<file path="src/rtl/ysyx_uop_queue.sv">
// ysyx_uop_queue: circular micro-op buffer between decode (IDU) and issue/EXU.
// A power-of-two ring with head/tail pointers and an occupancy counter.
// An optional empty-queue bypass lets a micro-op reach the consumer in the
// same cycle it is offered, without ever occupying a slot.
module ysyx_uop_queue #(
    parameter int UOP_W = 192,
    parameter int DEPTH = 4,
    parameter int PASS  = 0
) (
    input  logic                       clock,
    input  logic                       reset,
    input  logic                       flush,
    input  logic                       in_valid,
    output logic                       in_ready,
    input  logic [UOP_W-1:0]           in_uop,
    output logic                       out_valid,
    input  logic                       out_ready,
    output logic [UOP_W-1:0]           out_uop,
    output logic [$clog2(DEPTH):0]     count
);

    localparam int AW     = $clog2(DEPTH);
    localparam int CW     = AW + 1;
    localparam bit BYPASS = (PASS != 0);

    // Payload storage is deliberately left out of reset; only the pointers
    // and the counter decide which slots hold live micro-ops.
    logic [UOP_W-1:0] mem [DEPTH];

    logic [AW-1:0] head;
    logic [AW-1:0] tail;
    logic [CW-1:0] occupancy;

    logic full;
    logic empty;
    logic bypass;
    logic enq;
    logic deq;

    assign full  = (occupancy == CW'(DEPTH));
    assign empty = (occupancy == '0);
    assign count = occupancy;

    // Handshake outputs and head selection; flush hides the queue from both sides.
    always_comb begin
        in_ready  = !full && !flush;
        out_valid = !empty && !flush;
        out_uop   = mem[head];
        if (BYPASS) begin
            out_valid = (!empty || in_valid) && !flush;
            if (empty) begin
                out_uop = in_uop;
            end
        end
    end

    // Classify this cycle's transfer; a bypass consumes the offered micro-op
    // directly, so it counts as neither an enqueue nor a dequeue of storage.
    always_comb begin
        bypass = BYPASS && empty && in_valid && out_ready && !flush;
        enq    = in_valid && in_ready && !bypass;
        deq    = out_valid && out_ready && !empty;
    end

    // Pointer and occupancy update; reset outranks flush, which outranks traffic.
    always_ff @(posedge clock) begin
        if (reset || flush) begin
            head      <= '0;
            tail      <= '0;
            occupancy <= '0;
        end else begin
            if (enq) begin
                tail <= tail + AW'(1);
            end
            if (deq) begin
                head <= head + AW'(1);
            end
            case ({enq, deq})
                2'b10:   occupancy <= occupancy + CW'(1);
                2'b01:   occupancy <= occupancy - CW'(1);
                default: occupancy <= occupancy;
            endcase
        end
    end

    // Payload write into the tail slot; only freed slots are ever overwritten.
    always_ff @(posedge clock) begin
        if (!reset && enq) begin
            mem[tail] <= in_uop;
        end
    end

endmodule

</file>
<file path="config.mk">
export PLATFORM = sky130hd
export DESIGN_NAME = ysyx_uop_queue
export DESIGN_NICKNAME = d
export VERILOG_FILES = /design/src/rtl/ysyx_uop_queue.sv
export SDC_FILE = /design/constraint.sdc
export NUM_CORES = 1
export LEC_CHECK = 0
export ABC_CLOCK_PERIOD_IN_PS = 23700
export CORE_UTILIZATION = 25
export DETAILED_ROUTE_END_ITERATION = 16
export DONT_BUFFER_PORTS = 1
export PLACE_DENSITY = 0.49
export SLEW_MARGIN = 20
export SYNTH_ARGS = -nofsm -noshare
export SYNTH_HDL_FRONTEND = slang
export SYNTH_SLANG_ARGS = --single-unit
</file>
<file path="constraint.sdc">
create_clock -name clock -period 23.7 [get_ports clock]
set_clock_uncertainty 0.05 [all_clocks]
set_input_delay 5.925 -clock clock [delete_from_list [all_inputs] [get_ports clock]]
set_output_delay 5.925 -clock clock [all_outputs]
set_load 0.02 [all_outputs]
</file>
Word level (Yosys, flattened, before mapping)
Memory sizes are Yosys's and may differ from the RTL's. A register that Yosys moved wholly into a read port is not among the register bits.
Cells that the tools add are included.
W data, S select, Z words.
{ "classes": {"add_sub_neg": 4, "mul": 0, "n_div": 0, "order_cmp": 0, "eq_ne": 3, "n_shift": 0, "mux": 5, "n_bitwise": 0, "n_reduce_logical": 13} }
{ "op_table": {"columns": ["operator", "n"], "rows": [
  ["$logic_and A1 B1 Y1", 6],
  ["$pmux W3 S2", 1],
  ["$add A2 B1 Y2 const B", 2],
  ["$logic_not A1 Y1", 4],
  ["$mux W2", 2],
  ["$add A3 B1 Y3 const B", 1],
  ["$eq A3 B3 Y1 const B", 1],
  ["$logic_not A3 Y1", 1],
  ["$sub A3 B1 Y3 const B", 1],
  ["$eq A2 B1 Y1 const B", 1],
  ["$eq A2 B2 Y1 const B", 1],
  ["$mux W1", 2],
  ["$reduce_bool A2 Y1", 1],
  ["$logic_or A1 B1 Y1", 1]
]} }
{ "word_totals": {"reg_bits": 7, "latchBits": 0, "ramBits": 768, "rom_bits": 0, "inputBits": 197, "output_inout_bits": 197, "word_cells": 29, "mem_count": 1} }
{ "memory_table": {"columns": ["name", "words", "width", "read_ports", "rd_ports_with_merged_regs", "wr", "line_no", "text"], "rows": [
  ["mem", 4, 192, 1, 1, 1, "28", "logic [UOP_W-1:0] mem [DEPTH];"]
]} }

Depth between registers and ports, before layout
{ "depth": {"depth_word": 7, "ltp_mapped": 8, "ltp_nobuf": 8} }

Worst setup path after synthesis
OpenSTA, ideal clock, no wires.
{ "synth_path": {"path_type": "input -> register", "startpoint": "input port flush", "endpoint": "memory mem[0][0] (enable)", "setup_ps": 1019, "arrival_ps": 20161, "t_required_ps": 22631, "setup_slack_ps": 2470, "cell_stages": 2, "n_path_buf": 0, "path_cell_list": "nand3b_2 > nor3b_1"} }
{ "synth_between": {"elab_chain_cells": 6} }
{ "synth_lines": {"columns": ["element", "line_no", "text"], "rows": [
  ["from (decl)", "12", "input logic flush,"],
  ["$logic_not A1 Y1", "46", "in_ready = !full && !flush;"],
  ["$logic_and A1 B1 Y1", "46", null],
  ["$logic_and A1 B1 Y1", "61", "enq = in_valid && in_ready && !bypass;"],
  ["$logic_and A1 B1 Y1", "88", "if (!reset && enq) begin"],
  ["$mux W1", "88", null],
  ["$mux W1 (not written as such)", "89", "mem[tail] <= in_uop;"],
  ["to (decl)", "28", null]
]} }
Every way passes these cells.

Worst setup path in the final report
{ "layout_path": {"startpoint": "input port flush", "endpoint": "output port in_ready"} }
{ "layout_between": {"elab_chain_cells": 2} }
{ "layout_lines": {"columns": ["element", "line_no", "text"], "rows": [
  ["$logic_not A1 Y1", "46", null],
  ["$logic_and A1 B1 Y1", "46", null],
  ["to (decl)", "14", "output logic in_ready,"]
]} }
Every way passes these cells.

==> flow_summary.ini <==
[die]
fp-row-count = 123
chipHeight_um = 339
core-area_um2 = 113000
ios = 394
die_area_um2 = 115000
initial_utilization_pct = 25.2
die_w_um = 339

[route]
drtPass1Iterations = 4
vias = 11226
antenna_left = 0
wl_per_cell_um = 21.9
viasPerCell = 4.18
drt-total-wl_um = 58800
drtIter0Drc = 619
drc_errors = 0

[worst_setup_path]
reg2regPathDepth = 5
crit_path_end_kind = primary output
path_max_fanout = 8
cp-start-kind = input pin
max_stage_delay_ns = 0.32
cp.depth = 1
crit_arrival_ns = 6.25
crit_type = input pin to primary output
crit_buf_inv = 0
cp.required_ns = 17.73
path_cells = nor2b_1
slowest_stage = nor2b_1
path_delay_family = simple AND/OR/NAND/NOR gates

[grt]
grtUsageTotal_pct = 10.2
grt_pass1_wl_um = 86000
antenna_found_initial = 2
grt_pass1_vias = 12318
grt_max_degree = 105
overflow = 0

[yosys]
synth_edf_count = 768
ys_seq_area_share_pct = 81.8
synth_area_leaders = edfxtp_1 81%, mux4_2 15%, buf_12 1.4%
netlist_area_um2 = 28400
synth-main-ff-cell = edfxtp_1
async_flop_share_pct = 0
synth_common_cells = 768 x edfxtp_1, 192 x mux4_2, 20 x buf_12
yosys_warnings = 0
synth_cells = 1058
synth_most_common_cell = edfxtp_1
syn_avg_cell_area_um2 = 26.9
synthDistinctLibCells = 25
synth_area_leader_cell = edfxtp_1
synth_top_area_share_pct = 81.2
syn_nets = 1261
ys_ff_latch = 777

[status]
status = complete, no violations

[power]
power.leakage_nw = 9.54
vdd.ir_drop.worst_v = 0.0000604
p_per_area_nw_per_um2 = 87.6
totalPowerFinal_w = 0.00287

[clock_tree]
cts_tree = built
path_clk_slew_ns = 0.05
cts_sinks = 777
root_buffer = clkbuf_16
postCtsSetupRepairBufs = 0
cts_hold_buf = 0
cts_buffers = 83
cts_resized = 0
cts_max_path_buffers = 3
h-tree-depth = 3
clkLatencyLatePin_ns = 0.64

[sta]
report.final.slew_viol_count = 0
whs_ns = 0.428
tns_ns = 0
timing.slew.headroom_pct = 35.7
timing.final.crit_share_pct = 51.6
clock.fmax_mhz = 81.8
rsz0062_at_grt = no
hold_viol = 0
finalCriticalPeriod_ns = 12.22
setup_viol = 0
tightestPinTransition_ns = 0.965

[place]
numPortBuffers = 0
gp_congestion = 0.693
dpl.hpwl_um = 34300

[layout]
layout-drive-gt1-share_pct = 29.0
area_growth_pct = 15.2
final_nets = 1324
n_antenna_cell = 0
post-route-util_pct = 29.1

[run]
cap_violations = 0

[hold_path]
min_path_type = flip-flop to flip-flop
holdPathStages = 2
flip-flops by register name (all words and copies together) (netlist names), named ones only:
signal and flops:
tail 2, head 2, mem 768, count 3
cells by family (layout without fill, tap and decap cells):
group | count (synthesis) | after routing | synth area share, %
buffers and inverters | 48 | 178 | 1.90
and+or+nand+nor | 24 | 24 | 0.489
AOI/OAI and AO/OA | 5 | 5 | 0.0881
adders and majority gates | 6 | 6 | 0.291
muxes | 196 | 196 | 15.4
xor gates and xnor gates | 2 | 2 | 0.0617
DFF | 777 | 777 | 81.8
layout make-up:
| cell class | count | area, um2 |
|---|---|---|
| inverters | 5 | 18.8 |
| well taps | 1500 | 1880 |
| fillers | 10986 | 79900 |
| repair buffers | 21 | 183 |
| multi-input cells | 233 | 4650 |
| clock buffers | 99 | 2200 |
| clock inverters | 53 | 557 |
| flip-flops and latches | 777 | 23200 |
metal layers:
| metal | GRT usage [%] | vias to the layer above | wire, um |
|---|---|---|---|
| li1 | - | 4737 | - |
| met1 | 11.3 | 6047 | 21800 |
| met2 | 16.6 | 342 | 28900 |
| met3 | 5.58 | 98 | 6530 |
| met4 | 3.57 | 2 | 1570 |
| met5 | 0 | - | 13 |
metrics by stage:
| step | setup WS (ns) | instance area (um2) | cells |
|---|---|---|---|
| after floorplan | 2.47 | 28400 | 1058 |
| after global placement | 11.45 | 30000 | 2536 |
| after detailed placement | 11.47 | 30000 | 2536 |
| after CTS | 11.47 | 32700 | 2688 |
| after global routing | 11.47 | 32700 | 2688 |
| final | 11.48 | 32700 | 2688 |
cells in the final DEF (no fill, tap or decap), types with 2 or more instances in the layout:
master / count
inv_6: 2
a21oi_1: 3
mux4_2: 192
edfxtp_1: 768
mux2i_1: 4
buf_12: 2
dfxtp_1: 7
clkbuf_1: 13
dfxtp_4: 2
clkinv_8: 3
clkinvlp_4: 4
ha_1: 5
clkinv_1: 17
nor3b_2: 4
or3_1: 3
clkinv_2: 14
o21ai_0: 2
clkbuf_16: 86
nand2_1: 5
nor2_1: 5
xor2_1: 2
bufinv_16: 10
buf_4: 19
clkinv_4: 3
inv_1: 5
report_power, final:
part           leakage [nW]  internal, W  switching, W  total (W)
combinational          1.19    0.0000129     0.0000311  0.0000440
clock                  1.34     0.000773      0.000522    0.00130
sequential             7.01      0.00152    0.00000294    0.00153
worst paths after layout:
check / end / from / slack, ns
worst min-delay path: flip-flop / head[1] / 0.43
worst max register to register: mem[2][161] / count[0] / 20.25
worst max-delay path: in_ready / flush / 11.48
worst min register to register: flip-flop / head[1] / 0.43
Power figures use the tool's default switching activity.
